--- src/rtl/pipe_ctrl_pkg.sv ---
// Shared encodings for the RV32I pipeline hazard controller.
// Holds the FSM states, the ALU operand-forwarding selects and the x0 register index.
package pipe_ctrl_pkg;

   typedef enum logic [1:0] {
      RUN      = 2'd0,
      LU_STALL = 2'd1,
      MEM_WAIT = 2'd2
   } state_e;

   localparam logic [1:0] FWD_RF  = 2'b00;
   localparam logic [1:0] FWD_WB  = 2'b01;
   localparam logic [1:0] FWD_MEM = 2'b10;

   localparam logic [4:0] REG_ZERO = 5'd0;

endpackage

--- src/rtl/fwd_unit.sv ---
// EX operand-forwarding comparators. Purely combinational, with no backpressure.
// EX/MEM wins over MEM/WB because it holds the younger write to the same register.
module fwd_unit
   import pipe_ctrl_pkg::*;
(
   input  logic [4:0] ex_rs1,
   input  logic [4:0] ex_rs2,
   input  logic [4:0] mem_rd,
   input  logic       mem_reg_write,
   input  logic [4:0] wb_rd,
   input  logic       wb_reg_write,
   output logic [1:0] fwd_a,
   output logic [1:0] fwd_b
);

   always_comb begin
      fwd_a = FWD_RF;
      if (mem_reg_write && mem_rd != REG_ZERO && mem_rd == ex_rs1)
         fwd_a = FWD_MEM;
      else if (wb_reg_write && wb_rd != REG_ZERO && wb_rd == ex_rs1)
         fwd_a = FWD_WB;

      fwd_b = FWD_RF;
      if (mem_reg_write && mem_rd != REG_ZERO && mem_rd == ex_rs2)
         fwd_b = FWD_MEM;
      else if (wb_reg_write && wb_rd != REG_ZERO && wb_rd == ex_rs2)
         fwd_b = FWD_WB;
   end

endmodule

--- src/rtl/pipeline_ctrl.sv ---
// 5-stage pipeline hazard/sequencing controller. Stage controls respond in the same cycle (comb from state + inputs);
// a memory wait freezes every stage register. Define PIPE_PERF_CNT_EN to add the performance counters.
module pipeline_ctrl
   import pipe_ctrl_pkg::*;
#(
   parameter int unsigned MEM_TIMEOUT = 255,
   parameter int unsigned CNT_W       = 32
)(
   input  logic              clk,
   input  logic              rst_n,
   input  logic [4:0]        id_rs1,
   input  logic [4:0]        id_rs2,
   input  logic              id_uses_rs1,
   input  logic              id_uses_rs2,
   input  logic [4:0]        ex_rs1,
   input  logic [4:0]        ex_rs2,
   input  logic [4:0]        ex_rd,
   input  logic              ex_reg_write,
   input  logic              ex_is_load,
   input  logic [4:0]        mem_rd,
   input  logic [4:0]        wb_rd,
   input  logic              mem_reg_write,
   input  logic              wb_reg_write,
   input  logic              mem_access,
   input  logic              dmem_ready,
   input  logic              ex_branch,
   input  logic [31:0]       ex_pc_branch,
   output logic              pc_write,
   output logic              if_id_write,
   output logic              id_ex_write,
   output logic              ex_mem_write,
   output logic              mem_wb_write,
   output logic              if_id_flush,
   output logic              id_ex_flush,
   output logic              pc_sel,
   output logic [31:0]       pc_target,
   output logic [1:0]        fwd_a,
   output logic [1:0]        fwd_b,
   output logic [1:0]        stall_state,
   output logic              mem_timeout
`ifdef PIPE_PERF_CNT_EN
   ,
   output logic [CNT_W-1:0]  perf_stall_cycles,
   output logic [CNT_W-1:0]  perf_flushes,
   output logic [CNT_W-1:0]  perf_mem_wait
`endif
);

   localparam logic [7:0] TIMEOUT_MAX = 8'(MEM_TIMEOUT);

   state_e      state_q, state_d;
   logic [7:0]  wait_cnt_q, wait_cnt_d;
   logic        timeout_q, timeout_d;
   logic [31:0] pc_target_q, pc_target_d;
   logic        mem_wait, load_use, freeze, redirect, lu_stall;

   fwd_unit u_fwd (
      .ex_rs1        (ex_rs1),
      .ex_rs2        (ex_rs2),
      .mem_rd        (mem_rd),
      .mem_reg_write (mem_reg_write),
      .wb_rd         (wb_rd),
      .wb_reg_write  (wb_reg_write),
      .fwd_a         (fwd_a),
      .fwd_b         (fwd_b)
   );

   assign mem_wait = mem_access && !dmem_ready;
   assign load_use = ex_is_load && ex_reg_write && ex_rd != REG_ZERO &&
                     ((id_uses_rs1 && id_rs1 == ex_rd) || (id_uses_rs2 && id_rs2 == ex_rd));

   always_comb begin
      // Once waiting, only dmem_ready releases the freeze; EX is re-evaluated in the release cycle.
      freeze   = (state_q == MEM_WAIT) ? !dmem_ready : mem_wait;
      redirect = !freeze && ex_branch;
      lu_stall = !freeze && !redirect && load_use && (state_q != LU_STALL);

      if (freeze)
         state_d = MEM_WAIT;
      else if (lu_stall)
         state_d = LU_STALL;
      else
         state_d = RUN;

      wait_cnt_d = '0;
      if (freeze)
         wait_cnt_d = (wait_cnt_q >= TIMEOUT_MAX) ? wait_cnt_q : wait_cnt_q + 8'd1;
      timeout_d   = timeout_q || (wait_cnt_d == TIMEOUT_MAX);
      pc_target_d = redirect ? ex_pc_branch : pc_target_q;
   end

   always_ff @(posedge clk or negedge rst_n) begin
      if (!rst_n) begin
         state_q     <= RUN;
         wait_cnt_q  <= '0;
         timeout_q   <= 1'b0;
         pc_target_q <= '0;
      end else begin
         state_q     <= state_d;
         wait_cnt_q  <= wait_cnt_d;
         timeout_q   <= timeout_d;
         pc_target_q <= pc_target_d;
      end
   end

   // Reset forces the run-mode defaults straight onto the outputs, whatever the inputs do.
   assign pc_write     = !rst_n || (!freeze && !lu_stall);
   assign if_id_write  = !rst_n || (!freeze && !lu_stall);
   assign id_ex_write  = !rst_n || !freeze;
   assign ex_mem_write = !rst_n || !freeze;
   assign mem_wb_write = !rst_n || !freeze;
   assign if_id_flush  = rst_n && redirect;
   assign id_ex_flush  = rst_n && (redirect || lu_stall);
   assign pc_sel       = rst_n && redirect;
   assign pc_target    = !rst_n ? 32'd0 : (redirect ? ex_pc_branch : pc_target_q);
   assign stall_state  = state_q;
   assign mem_timeout  = timeout_q;

`ifdef PIPE_PERF_CNT_EN
   logic [CNT_W-1:0] stall_cnt_q, stall_cnt_d;
   logic [CNT_W-1:0] flush_cnt_q, flush_cnt_d;
   logic [CNT_W-1:0] memw_cnt_q,  memw_cnt_d;

   // Counters observe only the outputs so they stay independent of the FSM internals.
   always_comb begin
      stall_cnt_d = stall_cnt_q + CNT_W'(!pc_write);
      flush_cnt_d = flush_cnt_q + CNT_W'(pc_sel);
      memw_cnt_d  = memw_cnt_q  + CNT_W'(stall_state == MEM_WAIT);
   end

   always_ff @(posedge clk or negedge rst_n) begin
      if (!rst_n) begin
         stall_cnt_q <= '0;
         flush_cnt_q <= '0;
         memw_cnt_q  <= '0;
      end else begin
         stall_cnt_q <= stall_cnt_d;
         flush_cnt_q <= flush_cnt_d;
         memw_cnt_q  <= memw_cnt_d;
      end
   end

   assign perf_stall_cycles = stall_cnt_q;
   assign perf_flushes      = flush_cnt_q;
   assign perf_mem_wait     = memw_cnt_q;
`endif

endmodule

--- config.mk ---
export PLATFORM = sky130hd
export DESIGN_NAME = pipeline_ctrl
export DESIGN_NICKNAME = d
export VERILOG_FILES = /design/src/rtl/pipe_ctrl_pkg.sv /design/src/rtl/fwd_unit.sv /design/src/rtl/pipeline_ctrl.sv
export SDC_FILE = /design/constraint.sdc
export NUM_CORES = 1
export LEC_CHECK = 0
export ABC_AREA = 1
export BUFFER_PORTS_ARGS = -buffer_cell sky130_fd_sc_hd__buf_4
export CORE_ASPECT_RATIO = 1.25
export CORE_MARGIN = 3
export CORE_UTILIZATION = 51
export CTS_CLUSTER_SIZE = 28
export DETAILED_ROUTE_END_ITERATION = 8
export GPL_TIMING_DRIVEN = 1
export PLACE_DENSITY = 0.84
export SYNTH_ARGS = -nofsm -noshare
export SYNTH_HDL_FRONTEND = slang
export SYNTH_SLANG_ARGS = --single-unit
--- constraint.sdc ---
create_clock -name clk -period 4.4 [get_ports clk]
set_clock_uncertainty 0.05 [all_clocks]
set_input_delay 0.44 -clock clk [delete_from_list [all_inputs] [get_ports clk]]
set_output_delay 0.44 -clock clk [all_outputs]
set_load 0.1 [all_outputs]
; Word-level counts from Yosys, hierarchy flattened
; Cells that the tools add are included.
[totals]
out_inout_bits = 47
ff_bits = 43
word_cells = 58
input_bits = 78
[classes]
eq_ne = 9
order_cmp = 1
muxes = 11
n_reduce_logical = 32
n_addsub = 1
[ops]
columns = cell, n
row1 = 32-bit 2-to-1 mux, 2
row2 = 5-bit == test, 6
row3 = 1-bit logical AND, 19
row4 = 8-bit 2-to-1 mux, 2
row5 = 5-bit nonzero test, 3
row6 = "8-bit by 1-bit adder with 8-bit output, second input constant", 1
row7 = "8-bit == test, second input constant", 1
row8 = "8-bit greater-or-equal comparator, second input constant", 1
row9 = 2-bit 2-to-1 mux, 3
row10 = 1-bit zero test, 5
row11 = 1-bit logical OR, 5
row12 = 1-bit 2-to-1 mux, 4
row13 = "2-bit == test, second input constant", 1
row14 = "2-bit by 1-bit != test with 1-bit output, second input constant", 1

; Longest topological paths before layout
; Gate-level depths: netlist (run 1).
[depth]
depth_word = 12
depth_mapped = 11
ltp_nobuf = 11

; Hierarchy
; Synthesis (run 1) repeated with hierarchy kept, for this count alone.
[unflattened]
hier_cells = 415
hier_area_um2 = 2807.7
[modules_own_cells]
columns = mod, area_each_um2, instances, cells_each
row1 = pipeline_ctrl, 2441.1, 1, 334
row2 = fwd_unit, 366.6, 1, 81

; Worst setup path before layout (run 1)
; OpenSTA, ideal clock, no wires.
[synth_timing]
path_kind = input-to-output
startpoint = input mem_rd[3]
endpoint = output fwd_a[0]
stages = 3
setup_slack_ps = -1308
arrival_time_ps = 5218
cell_sequence = xor2_1 > nor4_1 > nor2_1
[synth_between]
elab_chain_cells = 4
elab_cells_between_ends = 5
cone_classes = eq/ne: 1 / mux: 1 / reduce/logical: 3
[synth_lines]
columns = element, line_no
row1 = "start, declared", pipeline_ctrl.sv:20  ; input logic [4:0] mem_rd,
row2 = 5-bit nonzero test, fwd_unit.sv:18  ; if (mem_reg_write && mem_rd != REG_ZERO && mem_rd == ex_rs1)
row3 = 1-bit logical AND, fwd_unit.sv:18
row4 = 1-bit logical AND *, fwd_unit.sv:18
row5 = 2-bit 2-to-1 mux *, fwd_unit.sv:18
row6 = "end, declared", pipeline_ctrl.sv:37  ; output logic [1:0] fwd_a,
; Mark *: on every way between the ends. The rest lies on a longest branch, timed or not.

; Worst setup path after layout (run 1)
[layout_timing]
startpoint = register state_q[0] (netlist: stall_state[0])
endpoint = output pc_target[30]
[layout_between]
elab_chain_cells = 6
[layout_lines]
columns = element, line_no
row1 = "start, declared", pipeline_ctrl.sv:51  ; state_e state_q, state_d;
row2 = "start signal, assigned", pipeline_ctrl.sv:99  ; state_q <= state_d;
row3 = 2-bit == test, pipeline_ctrl.sv:74  ; freeze = (state_q == MEM_WAIT) ? !dmem_ready : mem_wait;
row4 = 1-bit 2-to-1 mux, pipeline_ctrl.sv:74
row5 = 1-bit zero test, pipeline_ctrl.sv:75  ; redirect = !freeze && ex_branch;
row6 = 1-bit logical AND, pipeline_ctrl.sv:75
row7 = 32-bit 2-to-1 mux (2 in a row), pipeline_ctrl.sv:115  ; assign pc_target = !rst_n ? 32'd0 : (redirect ? ex_pc_branch : pc_target_q);
row8 = "end, declared", pipeline_ctrl.sv:36  ; output logic [31:0] pc_target,
; Every way passes these cells.

==> results of run 1 <==
[final cells by class]
cell class	count	area share
Multi-Input combinational cell	235	0.315
Sequential cell	43	0.291
Timing Repair Buffer	124	0.252
Inverter	88	0.0894
Clock buffer	6	0.0224
Tap cell	60	0.0203
Clock inverter	2	0.00948
[state kept, by name (all words and copies together), names as in the netlist]
| register | flops |
|---|---|
| pc_target_q | 32 |
| mem_timeout | 1 |
| wait_cnt_q | 8 |
| stall_state | 2 |
[synth_stat cells, types with 2 or more instances]
master,n
nand2_1,68
o21ai_0,27
nor4_1,2
buf_4,4
o21ai_1,12
nor2_4,2
nand4_1,4
nor2_1,61
clkbuf_1,4
buf_6,5
xnor2_1,10
xor2_1,13
inv_1,86
nor3_1,7
and2_1,2
dfrtp_1,43
nand2_2,4
a21oi_1,3
nand3_1,13
[report_power, final]
part / total (mW) / leakage [nW] / switching (mW) / internal [mW]
clock network: 0.313 / 0.0612 / 0.130 / 0.184
logic: 0.526 / 1.52 / 0.388 / 0.138
registers: 0.448 / 0.496 / 0.0129 / 0.435
[metal layers]
metal	vias to the layer above	GRT usage	part of all wire
li1	1360	-	-
met1	1231	0.253	0.38
met2	105	0.395	0.54
met3	16	0.0427	0.059
met4	0	0.0872	0.026
met5	-	0	0
[per-stage QoR]
step / power (mW) / util / setup slack, ps
6_report: 1.29 / 0.753 / 939
5_1_grt: 1.35 / 0.753 / 617
4_1_cts: 1.30 / 0.753 / 917
3_5_place_dp: 0.983 / 0.729 / 1240
3_3_place_gp: 0.973 / 0.729 / 1230
2_1_floorplan: 0.844 / - / 286
[worst reg2reg max path: stages (launching register included)]
cell and delay (ps):
dfrtp_1 390, inv_1 70, nand2_1 60, a21oi_2 440, inv_2 130, nand2_2 780, nand2_1 140, o21ai_0 150
inv_1 80
[worst max path at each step]
stage | startpoint | end | slack (ps) | cells after the start
final | stall_state[0]$_DFF_PN0_ | pc_target[30] | 940 | 8
after global routing | stall_state[0]$_DFF_PN0_ | pc_target[30] | 620 | 8
after floorplan | stall_state[0]$_DFF_PN0_ | id_ex_flush | 290 | 7
after CTS | stall_state[0]$_DFF_PN0_ | pc_target[30] | 920 | 8
after detailed placement | mem_access | pc_target[7] | 1240 | 8
after global placement | mem_access | pc_target[7] | 1230 | 8
[cells by family (layout without fill, tap and decap cells)]
kind of cell,after synthesis,after routing
flops,43,43
xor+xnor,23,23
fa+ha+maj,1,1
compound gates,44,44
buf+inv,103,220
simple gates,167,167
==> results.md, run 1 <==
* Max_slew headroom at 0.308
* Seq/Total Area, Yosys at 0.402
* RR Startpoint: stall_state[0]$_DFF_PN0_
* Share of the synthesized area in the top cell type at 0.402
* Share of cells above drive strength 1 at 0.289
* Die height at 87.0 um
* Total GRT Usage at 0.219
* Placed Area at 3580 um2
* Peak VDD IR at 0.000263 V
* Initial DRC count at 106
* Post-synth EDFFs at 0
* CTS clock-pin slew for the worst setup and hold paths at 70 ps
* Top FF cell, synth: dfrtp_1
* Most frequent cells in the layout: buf_4 (124), inv_1 (86), nand2_1 (68)
* CTS Sinks at 43
* Placement Rows at 28
* Total iterations of the first detailed-routing run at 4
* TritonCTS buffer count at 5
* Setup TNS at 0 ps
* Placed instance count at 550
* Yosys reg bits at 43
* Max Freq at 0.289 GHz
* Unique masters post-synth at 30
* Status: complete, no violations
* Crit path time final at 3460 ps
* Warnings from Yosys at 0
* Syn Nets at 460
* Sequential cell area at 1080 um2
* DRC Markers at 0
* Final Non-Filler Cells at 558
* Setup violators final at 0
* Routability Congestion at 0.922
* Setup bufs post-CTS at 0
* PortBufs at 124
* Antenna violations before repair at 0
* R2r worst-path depth at 8
* Multi-input gate area at 1160 um2
* Final Hold Vio Count at 0
* Max cap viols at 0
* Asr flop ratio synth at 1.00
* Finished layout cell area at 3690 um2
* Crit path buf inv count at 3
* Worst Hold Slack at 88.7 ps
* Hpwl dp at 5370 um
* Clock Latency Late Sink at 290 ps
* RSZ-0062 raised after global routing: no
* Leakage at 2.08 nW
* Via density per instance at 4.86
* CP Data Required Time at 3910 ps
* CTS tree: yes
* CP max-delay cell: nand2_2
* First-pass GRT wire length at 10,900 um
* IO Count at 125
* Cts repair resizes at 0
* CP cell instances: inv_1 > nand2_1 > a21oi_2 > inv_2 > nand2_2 > o21ai_0 > nor2_1 > buf_4
* CP top delay family: simple AND/OR/NAND/NOR gates
* Vias in the first global route at 2,617
* Htree depth at 2
* Critical Path Max Stage Delay at 780 ps
* Antenna cells at 0
* Initial core utilization at 0.546
* Clock root buffer: clkbuf_8
* R2R Path End: pc_target_q[25]$_DFF_PN0_
* WL final at 6770 um
* Die area at 6160 um2
* Global route overflow at 0
* Cells after Synth at 381
* Simple-gate portion of the synthesized area at 0.266
* Die X-Extent at 70.8 um
* Worst Hold Class: primary input to asynchronous set/reset pin
* Via count at 2,712
* DR WL/cell at 12.1 um
* FF-to-FF setup slack at 1980 ps
* Xor/xnor cell area share of the yosys netlist at 0.0752
* CP Max Fanout at 66
* Mean Syn Cell Area at 7.03 um2
* Final ANT Viol Nets at 0
* Commonest non-fill, non-tap cell in the layout: buf_4
* Period utilization at 0.787
* Mux contribution to synthesized area at 0
* Nets at 576
* Worst Max-Slew Pin Slew at 1030 ps
* Crit Path Class: flop to output pin
* Synth area leaders: dfrtp_1 (40%), inv_1 (12%), nand2_1 (9.5%)
* Layout area overhead at 37.9%
* Power density over the cells at 348 nW/um2
* Critical Path AT at 2970 ps
* Final count of pins violating max slew at 0
* Synthesized area at 2680 um2
* Crit end category: output pin
* Core area at 4900 um2
* Max clock buf depth at 2
* Synth area leader: dfrtp_1
* Largest net degree at the start of global routing at 67
* # hold bufs at CTS at 0
* Post-synthesis adder-cell area fraction at 0.00467
* Compound-Gate Fraction of Synth Area at 0.0841
* Worst setup SP type: flop
* Largest family of logic cells by synthesized area: simple AND/OR/NAND/NOR gates
* Filler cell count in the final layout at 401
No activity file was read; power rests on OpenSTA's default activity.
==> run 2, diff against run 1 <==
- CORE_UTILIZATION: 51 -> 47
- PLACE_DENSITY: 0.84 -> 0.79
- clock period: 4.4 -> 3.5 ns (I/O delays scaled with it)
==> run 2 against run 1 <==
Sequential share of layout area is 0.31 points lower; the flow now finishes with violations (hold timing); highest routed layer unchanged; global-route usage is 0.80 points lower; critical path type unchanged; clock power is 22% higher; wire length is 0.61% higher; largest cell class unchanged; via count is 0.81% lower.
==> results.md, run 2 (same netlist as run 1, synthesis figures left out) <==
* Status: finished with violations (was complete, no violations)
* Failing checks: hold timing
* Period utilization at 0.791
* Power density over the cells at 432 nW/um2 (was 348 nW/um2)
* CP max-delay cell: dfrtp_1 (was nand2_2)
* Total iterations of the first detailed-routing run at 4 (unchanged)
* Max_slew headroom at 0.619 (was 0.308)
* Routability Congestion at 0.817 (was 0.922)
* Vias in the first global route at 2,656 (was 2,617)
* Initial DRC count at 118 (was 106)
* Crit path buf inv count at 5 (was 3)
* Global route overflow at 0 (unchanged)
* Seq pwr share at 0.349 (was 0.348)
* Via density per instance at 4.76 (was 4.86)
* PnR worst setup slack at 731 ps (was 939 ps)
* Via count at 2,690 (was 2,712)
* CTS clock-pin slew for the worst setup and hold paths at 80 ps (was 70 ps)
* Share of cells above drive strength 1 at 0.297 (was 0.289)
* Commonest non-fill, non-tap cell in the layout: buf_4 (unchanged)
* Largest register by flop count: pc_target_q (unchanged)
* M1 wire length at 2520 um (was 2560 um)
* Worst Hold Slack at -1.49 ps (was 88.7 ps)
* Final ANT Viol Nets at 0 (unchanged)
* Max Freq at 0.361 GHz
* CP Max Fanout at 38 (was 66)
* # hold bufs at CTS at 0 (unchanged)
* Clock power frac at 0.237 (was 0.243)
* TritonCTS buffer count at 5 (unchanged)
* Worst setup SP type: flop (unchanged)
* IO Count at 125 (unchanged)
* Placement Rows at 30 (was 28)
* DRC Markers at 0 (unchanged)
* Antenna cells at 0 (unchanged)
* Peak VDD IR at 0.000394 V (was 0.000263 V)
* Largest net degree at the start of global routing at 47 (was 67)
* Cts repair resizes at 0 (unchanged)
* Die height at 90.4 um (was 87.0 um)
* Combinational share of power at 0.414 (was 0.409)
* Initial core utilization at 0.489 (was 0.546)
* Layout area overhead at 39.4% (was 37.9%)
* Max clock buf depth at 2 (unchanged)
* Max FFs per register at 32 (unchanged)
* DR WL/cell at 12.0 um (was 12.1 um)
* Clock Latency Late Sink at 290 ps (about the same)
* Core area at 5480 um2 (was 4900 um2)
* Sequential cell area at 1080 um2 (unchanged)
* Die area at 6650 um2 (was 6160 um2)
* R2R Path End: pc_target_q[12]$_DFF_PN0_ (was pc_target_q[25]$_DFF_PN0_)
* Switching power at 677 uW (was 531 uW)
* Final Hold Vio Count at 1 (was 0)
* Most frequent CP cell: buf_4
* Top sig layer: met4 (unchanged)
* WL met2 at 3650 um (was 3630 um)
* Finished Core Util at 0.682 (was 0.753)
* FF-to-FF setup slack at 1540 ps (was 1980 ps)
* R2r worst-path depth at 10 (was 8)
* Multi-input gate area at 1170 um2 (was 1160 um2)
* First-pass GRT wire length at 11,300 um (was 10,900 um)
* Hpwl dp at 5560 um (was 5370 um)
* Leakage at 2.09 nW (was 2.08 nW)
* PortBufs at 124 (unchanged)
* Placed instance count at 557 (was 550)
* Internal cell power at 938 uW (was 757 uW)
* Final Non-Filler Cells at 565 (was 558)
* Crit Path Class: flop to output pin (unchanged)
* Setup bufs post-CTS at 0 (unchanged)
* Setup violators final at 0 (unchanged)
* CP Data Required Time at 3100 ps (was 3910 ps)
* Worst Hold Class: primary input to asynchronous set/reset pin (unchanged)
* Max cap viols at 0 (unchanged)
* Total GRT Usage at 0.211 (was 0.219)
* CP cell instances: inv_1 > nand2_1 > a21oi_2 > buf_4 > inv_2 > nand2_2 > buf_12 > o21ai_0 > nor2_1 > buf_4 (was inv_1 > nand2_1 > a21oi_2 > inv_2 > nand2_2 > o21ai_0 > nor2_1 > buf_4)
* Worst Max-Slew Pin Slew at 572 ps (was 1030 ps)
* Clock root buffer: clkbuf_8 (unchanged)
* WL final at 6810 um (was 6770 um)
* Switch share at 0.419 (was 0.412)
* Htree depth at 2 (unchanged)
* CP top delay family: buffers and inverters (was simple AND/OR/NAND/NOR gates)
* RR Startpoint: stall_state[0]$_DFF_PN0_ (unchanged)
* CTS Sinks at 43 (unchanged)
* CTS tree: yes (unchanged)
* Critical Path AT at 2370 ps (was 2970 ps)
* Crit path time final at 2770 ps
* Antenna violations before repair at 0 (unchanged)
* Critical Path Max Stage Delay at 390 ps (was 780 ps)
* Most frequent cells in the layout: buf_4 (126), inv_1 (86), nand2_1 (67) (was buf_4 (124), inv_1 (86), nand2_1 (68))
* WL met3 at 405 um (was 397 um)
* Filler cell count in the final layout at 478 (was 401)
* Crit end category: output pin (unchanged)
* RSZ-0062 raised after global routing: no (unchanged)
* Worst slack, placed at 1050 ps (was 1240 ps)
* Nets at 579 (was 576)
* Final count of pins violating max slew at 0 (unchanged)
* Die X-Extent at 73.5 um (was 70.8 um)
[run 2: how the worst max path moves through the flow]
stage,startpoint,to,slack [ps],depth (start not counted)
CTS,stall_state[0]$_DFF_PN0_,pc_target[11],710,10
finish,stall_state[0]$_DFF_PN0_,pc_target[11],730,10
global placement,stall_state[0]$_DFF_PN0_,pc_target[11],1080,10
floorplan,mem_rd[2],fwd_a[0],-310,5
detailed placement,stall_state[0]$_DFF_PN0_,pc_target[11],1050,10
global route,stall_state[0]$_DFF_PN0_,pc_target[11],490,10
[run 2: final cells by class]
type / count / share of cell area
Clock buffer: 5 / 0.0184
Inverter: 88 / 0.0884
Timing Repair Buffer: 127 / 0.259
Clock inverter: 3 / 0.0117
Tap cell: 64 / 0.0214
Multi-Input combinational cell: 235 / 0.313
Sequential cell: 43 / 0.288
[run 2: layer usage]
layer  global-route usage  vias up
met4                0.101        0
met3               0.0523       22
met5                    0        -
met1                0.231     1220
met2                0.366       77
li1                     -     1371
[run 2: power by group through the flow]
stage	Sequential (mW)	Clock, mW	Combinational [mW]
after floorplan	0.575	0	0.487
after detailed placement	0.574	0	0.670
final	0.564	0.383	0.669
after CTS	0.564	0.391	0.672
after global placement	0.571	0	0.662
after global routing	0.568	0.414	0.714
[run 2: per-stage QoR]
stage	hold slack (ps)	total power, mW	area, um2	setup TNS, ps
finish	-1.49	1.62	3730	0
global route	26.6	1.70	3730	0
CTS	8.77	1.63	3730	0
detailed placement	339	1.24	3620	0
global placement	333	1.23	3620	0
floorplan	4.41	1.06	2700	-629
